`config.mk`:
```
export PLATFORM = sky130hd
export DESIGN_NAME = sdram_pattern_tester
export DESIGN_NICKNAME = d
export VERILOG_FILES = /design/src/rtl/sdram_pattern_tester.sv
export SDC_FILE = /design/constraint.sdc
export NUM_CORES = 1
export LEC_CHECK = 0
export BUFFER_PORTS_ARGS = -buffer_cell sky130_fd_sc_hd__buf_2
export CAP_MARGIN = 20
export CORE_MARGIN = 2
export CORE_UTILIZATION = 50
export CTS_CLUSTER_DIAMETER = 40
export DETAILED_ROUTE_END_ITERATION = 8
export PLACE_DENSITY = 0.74
export SYNTH_ARGS = -nofsm -noshare
export SYNTH_HDL_FRONTEND = slang
export SYNTH_SLANG_ARGS = --single-unit
```
`constraint.sdc`:
```
create_clock -name dram_clk -period 5.52 [get_ports dram_clk]
set_input_delay 1.104 -clock dram_clk [delete_from_list [all_inputs] [get_ports dram_clk]]
set_output_delay 1.104 -clock dram_clk [all_outputs]
set_load 0.02 [all_outputs]
```
`src/rtl/sdram_pattern_tester.sv`:
```
// sdram_pattern_tester: after a start-up delay, writes a deterministic pattern over
// addresses 0..LAST_ADDR through a req/ack memory port. It then reads the range back
// and counts mismatches, and it exports a 16-bit status word for the 7-segment display.
// Optional feature macro: SDRAM_TEST_LFSR_EN. When it is defined, the pattern comes from a
// 16-bit Galois LFSR instead of address XOR pass_count.
module sdram_pattern_tester #(
    parameter int          ADDR_WIDTH  = 24,
    parameter int          DATA_WIDTH  = 16,
    parameter int unsigned LAST_ADDR   = 2**ADDR_WIDTH - 1,
    parameter int unsigned START_DELAY = 166000,
    parameter bit          CONTINUOUS  = 1'b1
) (
    input  logic                  dram_clk,
    input  logic                  reset,
    input  logic                  start,
    output logic                  mem_req,
    output logic                  mem_we,
    output logic [ADDR_WIDTH-1:0] mem_addr,
    output logic [DATA_WIDTH-1:0] mem_wdata,
    input  logic                  mem_ack,
    input  logic [DATA_WIDTH-1:0] mem_rdata,
    output logic                  busy,
    output logic                  done,
    output logic                  pass_ok,
    output logic [15:0]           pass_count,
    output logic [15:0]           error_count,
    output logic [ADDR_WIDTH-1:0] first_err_addr,
    output logic [15:0]           debug_number
);

    typedef enum logic [2:0] {IDLE, DELAY, WRITE, READ, DONE} state_t;

    localparam int REPS = (DATA_WIDTH >= 16) ? DATA_WIDTH / 16 : 1;
    localparam int DCW  = (START_DELAY > 0) ? $clog2(START_DELAY + 1) : 1;

    // Whole copies of a 16-bit word, zero-extended or truncated to the data width
    function automatic logic [DATA_WIDTH-1:0] replicate16(input logic [15:0] v);
        logic [REPS*16-1:0] r;
        for (int i = 0; i < REPS; i++) r[i*16 +: 16] = v;
        return DATA_WIDTH'(r);
    endfunction

    state_t                state, state_next;
    logic [DCW-1:0]        delay_cnt;
    logic                  ack_fire, at_last, delay_done, begin_pass, mismatch;
    logic [15:0]           err_next;
    logic [DATA_WIDTH-1:0] first_wdata, next_wdata, expected_rdata;

    assign ack_fire   = mem_req && mem_ack;
    assign at_last    = (mem_addr == ADDR_WIDTH'(LAST_ADDR));
    assign delay_done = (delay_cnt == DCW'(START_DELAY));
    assign begin_pass = ((state == IDLE) && start) || ((state == DONE) && (CONTINUOUS || start));
    assign busy       = (state == DELAY) || (state == WRITE) || (state == READ);
    assign mismatch   = (mem_rdata != expected_rdata);
    assign err_next   = (mismatch && (error_count != 16'hFFFF)) ? error_count + 16'd1 : error_count;

`ifdef SDRAM_TEST_LFSR_EN
    logic [15:0] lfsr, lfsr_step, lfsr_seed;

    // Galois step (x^16+x^14+x^13+x^11+1, shift right) and per-pass seed, then pattern words
    always_comb begin
        lfsr_step      = lfsr[0] ? ((lfsr >> 1) ^ 16'hB400) : (lfsr >> 1);
        lfsr_seed      = pass_count | 16'd1;
        first_wdata    = replicate16(lfsr_seed);
        next_wdata     = replicate16(lfsr_step);
        expected_rdata = replicate16(lfsr);
    end

    // Reseed on entry to WRITE and READ, advance once per acknowledged transfer
    always_ff @(posedge dram_clk or posedge reset) begin
        if (reset) begin
            lfsr <= 16'd0;
        end else if ((state == DELAY) && delay_done) begin
            lfsr <= lfsr_seed;
        end else if ((state == WRITE) && ack_fire) begin
            lfsr <= at_last ? lfsr_seed : lfsr_step;
        end else if ((state == READ) && ack_fire) begin
            lfsr <= lfsr_step;
        end
    end
`else
    // Address XOR replicated pass_count; pass_count is constant within a pass
    always_comb begin
        first_wdata    = replicate16(pass_count);
        next_wdata     = DATA_WIDTH'(mem_addr + 1'b1) ^ replicate16(pass_count);
        expected_rdata = DATA_WIDTH'(mem_addr) ^ replicate16(pass_count);
    end
`endif

    // State register
    always_ff @(posedge dram_clk or posedge reset) begin
        if (reset) state <= IDLE;
        else       state <= state_next;
    end

    // Next-state decode; start is only honoured in IDLE or DONE
    always_comb begin
        state_next = state;
        case (state)
            IDLE:    if (begin_pass) state_next = DELAY;
            DELAY:   if (delay_done) state_next = WRITE;
            WRITE:   if (ack_fire && at_last) state_next = READ;
            READ:    if (ack_fire && at_last) state_next = DONE;
            DONE:    if (begin_pass) state_next = DELAY;
            default: state_next = IDLE;
        endcase
    end

    // Memory port, delay counter and pass statistics; port fields move only on ack or state change
    always_ff @(posedge dram_clk or posedge reset) begin
        if (reset) begin
            mem_req        <= 1'b0;
            mem_we         <= 1'b0;
            mem_addr       <= '0;
            mem_wdata      <= '0;
            delay_cnt      <= '0;
            done           <= 1'b0;
            pass_ok        <= 1'b0;
            pass_count     <= 16'd0;
            error_count    <= 16'd0;
            first_err_addr <= '0;
        end else begin
            done <= 1'b0;
            case (state)
                IDLE, DONE: begin
                    if (begin_pass) begin
                        error_count    <= 16'd0;
                        first_err_addr <= '0;
                        delay_cnt      <= '0;
                    end
                end
                DELAY: begin
                    if (delay_done) begin
                        mem_req   <= 1'b1;
                        mem_we    <= 1'b1;
                        mem_addr  <= '0;
                        mem_wdata <= first_wdata;
                    end else begin
                        delay_cnt <= delay_cnt + 1'b1;
                    end
                end
                WRITE: begin
                    if (ack_fire) begin
                        if (at_last) begin
                            mem_we   <= 1'b0;
                            mem_addr <= '0;
                        end else begin
                            mem_addr  <= mem_addr + 1'b1;
                            mem_wdata <= next_wdata;
                        end
                    end
                end
                READ: begin
                    if (ack_fire) begin
                        error_count <= err_next;
                        if (mismatch && (error_count == 16'd0)) first_err_addr <= mem_addr;
                        if (at_last) begin
                            mem_req    <= 1'b0;
                            mem_addr   <= '0;
                            done       <= 1'b1;
                            pass_count <= pass_count + 16'd1;
                            pass_ok    <= (err_next == 16'd0);
                        end else begin
                            mem_addr <= mem_addr + 1'b1;
                        end
                    end
                end
                default: ;
            endcase
        end
    end

    // Display word: pass count while clean, otherwise E plus the error count (clamped at EFFF)
    always_ff @(posedge dram_clk or posedge reset) begin
        if (reset)                       debug_number <= 16'd0;
        else if (error_count == 16'd0)   debug_number <= pass_count;
        else if (error_count > 16'h0FFF) debug_number <= 16'hEFFF;
        else                             debug_number <= {4'hE, error_count[11:0]};
    end

endmodule

```
### Yosys cells after proc, flatten, opt, wreduce, memory -nomap -nowiden

Cells that the tools add are included.
Widths: inputs -> output; s select.

| operators by class | value |
|---|---|
| $add $sub $neg | 4 |
| $lt $le $gt $ge | 1 |
| bitwise operators | 2 |
| equal/unequal tests | 20 |
| mux-type cells | 34 |
| reductions and logical operators | 27 |

Operator list:

| cell | number |
|---|---|
| $mux 24 | 6 |
| $mux 16 | 7 |
| $pmux 24 s2 | 2 |
| $pmux 16 s2 | 2 |
| $mux 18 | 2 |
| $pmux 18 s2 | 1 |
| $add 16x1->16 const B | 2 |
| $logic_not 16->1 | 2 |
| $xor 16x16->16 | 2 |
| $add 24x1->24 const B | 1 |
| $eq 24x24->1 const B | 1 |
| $reduce_and 4->1 | 5 |
| $add 18x1->18 const B | 1 |
| $eq 18x18->1 const B | 1 |
| $gt 16x12->1 const B | 1 |
| $ne 16x16->1 | 1 |
| $ne 16x16->1 const B | 1 |
| $ne 2x2->1 const B | 7 |
| $mux 12 | 1 |
| $mux 3 | 4 |
| $pmux 3 s4 | 1 |
| $reduce_and 3->1 | 4 |
| $ne 2x1->1 const B | 5 |
| $reduce_bool 2->1 | 5 |
| other kinds (9) | 23 |

| storage, ports and cells | value |
|---|---|
| flip-flop bits (word level) | 137 |
| input bits | 20 |

### Depth between registers and ports, before layout

| depth | value |
|---|---|
| depth in word-level cells | 6 |
| depth in mapped cells | 11 |
| mapped depth without buffers | 9 |

### Worst setup path before layout

OpenSTA, ideal clock, no wires.

| path | value |
|---|---|
| path type | input to register |
| start point | in mem_rdata[9] |
| end point | reg pass_ok |
| slack | 2566 ps |
| data arrival time | 2888 ps |
| path buffers | 1 |
| data required time | 5454 ps |
| stages on the path | 8 |
| path through | xnor3_1 nand4_1 or4_1 buf_2 a311oi_2 o221ai_1 a2111oi_2 a22o_1 |

| on the way | value |
|---|---|
| cells in the longest elaborated chain, start to end | 4 |

Ends and longest elaborated chain:

| what | line | text |
|---|---|---|
| start, declared | 21 | `input logic [DATA_WIDTH-1:0] mem_rdata,` |
| $ne 16x16->1 | 54 | `assign mismatch = (mem_rdata != expected_rdata);` |
| $logic_and 1x1->1 | 55 | `assign err_next = (mismatch && (error_count != 16'hFFFF)) ? error_count + 16'd1 : error_count;` |
| $mux 16 | 55 |  |
| $logic_not 16->1 | 162 | `pass_ok <= (err_next == 16'd0);` |
| end signal, assigned | 162 |  |
| end, declared | 24 | `output logic pass_ok,` |

No other way between the ends.
A chain may end at the register's enable or synchronous reset.

### Final worst setup path

| path | value |
|---|---|
| start point | reg delay_cnt[0] |
| end point | reg mem_addr[13] |

| on the way | value |
|---|---|
| cells in the longest elaborated chain, start to end | 3 |

Ends and longest elaborated chain:

| what | line | text |
|---|---|---|
| start, declared | 44 | `logic [DCW-1:0] delay_cnt;` |
| start signal, assigned | 139 | `delay_cnt <= delay_cnt + 1'b1;` |
| $eq 18x18->1 | 51 | `assign delay_done = (delay_cnt == DCW'(START_DELAY));` |
| $ne 2x2->1 (no source line) | n/a |  |
| $reduce_and 3->1 (no source line) | n/a |  |
| end signal, assigned | 148 | `mem_addr <= mem_addr + 1'b1;` |
| end signal, assigned | 164 | `mem_addr <= mem_addr + 1'b1;` |
| end, declared | 18 | `output logic [ADDR_WIDTH-1:0] mem_addr,` |

No other way between the ends.

==> run_results.csv <==
group,metric,value,unit
floorplan,ioPinCount,137,
timing,fin_ws,2.117,ns
logic_synthesis,seq_area_frac_synth,45.92,%
cells_and_area,seq_area,3428,um2
logic_synthesis,netlist_area,7466,um2
logic_synthesis,synth_compound_area_share,13.26,%
timing,fin_worst_skew,0.007745,ns
cells_and_area,drive_gt1_share,20.53,%
floorplan,row_count,44,
floorplan,dieArea,15930,um2
logic_synthesis,synth_cell_types,57,
floorplan,core_area,14530,um2
clock_tree,cts.sinks,137,
clock_tree,postCtsSetupRepairBufs,0,
logic_synthesis,netlist_instances,830,
timing,fmax,0.2938,GHz
drt,vias_per_cell,5.736,
clock_tree,cts_resized,0,
worst_hold_path,min_delay_path_depth,2,
power_and_ir_drop,ir_drop,0.2279,mV
outcome,outcome,"completed",
clock_tree,cts_root_buf,"clkbuf_16",
worst_hold_path,hold_class,"register to register",
logic_synthesis,synth_ff_type,"dfrtp_1",
critical_path,end_kind,"register",
global_routing,grt_overflow,0,
logic_synthesis,ys_seq_elements,137,
critical_path,arrival,3.74,ns
cells_and_area,multiInputGateArea,3749,um2
drt,via_count,6476,
critical_path,required,5.86,ns
critical_path,path_max_fanout,31,
drt,drtIter0Drc,757,
logic_synthesis,yosysTopAreaCellShare,45.92,%
logic_synthesis,synthArstFlopShare,100.0,%
cells_and_area,syn_to_final_growth,17.88,%
place,place_ws,2.205,ns
place,place_inst,1097,
floorplan,die_h,126.2,um
drt,ant_nets,0,
timing,finalSetupViolCount,0,
drt,first_pass_iters,7,
cells_and_area,antenna-diode-count,0,
logic_synthesis,synthTopCellsByCount,"137 x dfrtp_1, 116 x nand2_1, 102 x nor2_1, 102 x o21ai_0, 46 x clkbuf_1",
timing,post-route-period-util,61.65,%
logic_synthesis,synth.most_common_cell,"dfrtp_1",
logic_synthesis,synth_area_per_cell,8.995,um2
global_routing,grt_antenna_before_repair,0,
clock_tree,cts_made_buffers,17,
clock_tree,cts_max_level,4,
global_routing,grt_pass1_vias,6088,
logic_synthesis,synth.mux.area_fraction,0.6871,%
logic_synthesis,synthAdderAreaFrac,1.006,%
logic_synthesis,synth_edf_count,0,
floorplan,die_w,126.2,um
critical_path,critPathLaunchType,"register",
timing,drv_slew,0,
power_and_ir_drop,powerDensity,248.0,nW/um2
logic_synthesis,synth_top_family_by_area,"simple AND/OR/NAND/NOR gates",
floorplan,start_util,51.37,%
clock_tree,holdBufCountCts,0,
drt,routed_wl,19710,um
logic_synthesis,synth.area.top_cells,"dfrtp_1 46%, o21ai_0 6.8%, nand2_1 5.8%, nor2_1 5.1%, xnor3_1 4.8%",
timing,period_needed,3.403,ns
global_routing,grt_util_all_layers,25.45,%
logic_synthesis,yosys_warnings,0,
global_routing,grt_pass1_wl,32030,um
timing,rsz0062_at_grt,"no",
drt,wl_per_cell,17.46,um
clock_tree,cts_tree,"built",
timing,max-slew-margin-rel,26.44,%
clock_tree,cts.clk_slew.worst_paths,0.06,ns
timing,finalSetupTns,0,ns
place,io_buffers,136,
timing,max_slew.worst_pin.slew,1.103,ns
timing,hold_viol,0,
global_routing,grt_max_degree,90,
clock_tree,clk_latency,0.43,ns
logic_synthesis,yosys.area_share.simple,22.57,%
flow_run,drv_cap,0,
power_and_ir_drop,p_leak,4.089,nW
drt,drc,0,
logic_synthesis,yosysTopAreaCell,"dfrtp_1",
place,gp_congestion,0.9131,
critical_path,ff2ff_path_depth,9,
clock_tree,clock_path_buffers,2,
place,dp_hpwl,13740,um
logic_synthesis,yosys.area_share.xor_xnor,12.57,%
cells_and_area,postLayoutCoreUtil,60.55,%
cells_and_area,finalNonFillerCells,1129,
cells_and_area,fill_cells,1269,
cells_and_area,nNetsFinal,958,
critical_path,path_class,"register to register",
logic_synthesis,synth_nets,856,
-- cells in the final DEF (no fill, tap or decap), types with 9 or more instances in the layout --
cell type / instances
o21ai_0: 102
buf_4: 9
dfrtp_1: 137
nand4_1: 19
nand3_1: 33
xnor2_1: 38
and3_1: 20
o31ai_1: 11
a21oi_1: 22
xnor3_1: 16
nor3_1: 14
inv_1: 12
nand2_1: 116
clkbuf_16: 17
xor2_1: 28
nor2_1: 102
buf_2: 136
-- stage by stage --
stage / power, mW / hold slack (ns) / area, um2
final: 2.183 / 0.4785 / 8801
after CTS: 2.197 / 0.4815 / 8801
after global routing: 2.252 / 0.5163 / 8801
after global placement: 1.064 / 0.4610 / 8209
after detailed placement: 1.064 / 0.4686 / 8209
after floorplan: 1.046 / 0.4961 / 7466
-- cell type report --
class                           instances  share of cell area (%)
Tap cell                              184                   2.616
Sequential cell                       137                   38.95
Clock inverter                         11                   1.379
Multi-Input combinational cell        618                   42.59
Clock buffer                           21                   5.345
Inverter                               13                  0.6113
Timing Repair Buffer                  145                   8.502
-- power breakdown --
group	leakage [nW]	switching [mW]	internal (mW)
Combinational	2.10	0.0277	0.0105
Clock	0.277	0.441	0.697
Sequential	1.72	0.000748	1.01
-- final timing paths --
path	slack, ns	start	endpoint
worst min register to register	0.48	mem_wdata[2]$_DFFE_PP0P_	mem_wdata[2]$_DFFE_PP0P_
worst min-delay path	0.48	mem_wdata[2]$_DFFE_PP0P_	mem_wdata[2]$_DFFE_PP0P_
max in group asynchronous	3.58	reset	pass_count[8]$_DFFE_PP0P_
worst max-delay path	2.12	delay_cnt[0]$_DFFE_PP0P_	mem_addr[13]$_DFFE_PP0P_
worst max register to register	2.12	delay_cnt[0]$_DFFE_PP0P_	mem_addr[13]$_DFFE_PP0P_
min in group asynchronous	0.82	reset	done$_DFF_PP0_
-- state kept, by name (all words and copies together) (netlist names) --
signal          cells
debug_number       16
delay_cnt          18
done                1
error_count        16
first_err_addr     24
mem_addr           24
mem_req             1
mem_wdata          16
mem_we              1
pass_count         16
pass_ok             1
state               3
-- worst max-delay path: stages, from the launching register on --
cell and delay (ns):
dfrtp_1 0.41, inv_1 0.08, ha_1 0.15, nor4bb_1 0.29, nand3_1 0.18, or4b_1 0.50
a21o_1 0.50, nor2_1 0.87, nand2_1 0.12, o21ai_0 0.22
-- layer usage --
metal	wire, um	GRT usage (%)	up-vias
met5	0	0	-
met3	1127	5.310	34
li1	-	-	3066
met2	9604	40.80	221
met1	8613	35.01	3155
met4	361	8.016	0
-- logic make-up (layout without fill, tap and decap cells) --
group / count (synthesis) / after routing
AO/OA/AOI/OAI: 170 / 170
XOR/XNOR: 82 / 82
adder cells (fa/ha/maj): 6 / 6
buffers and inverters: 75 / 190
flip-flops: 137 / 137
multiplexers: 5 / 5
AND/OR/NAND/NOR: 355 / 355
Power figures use the tool's default switching activity.
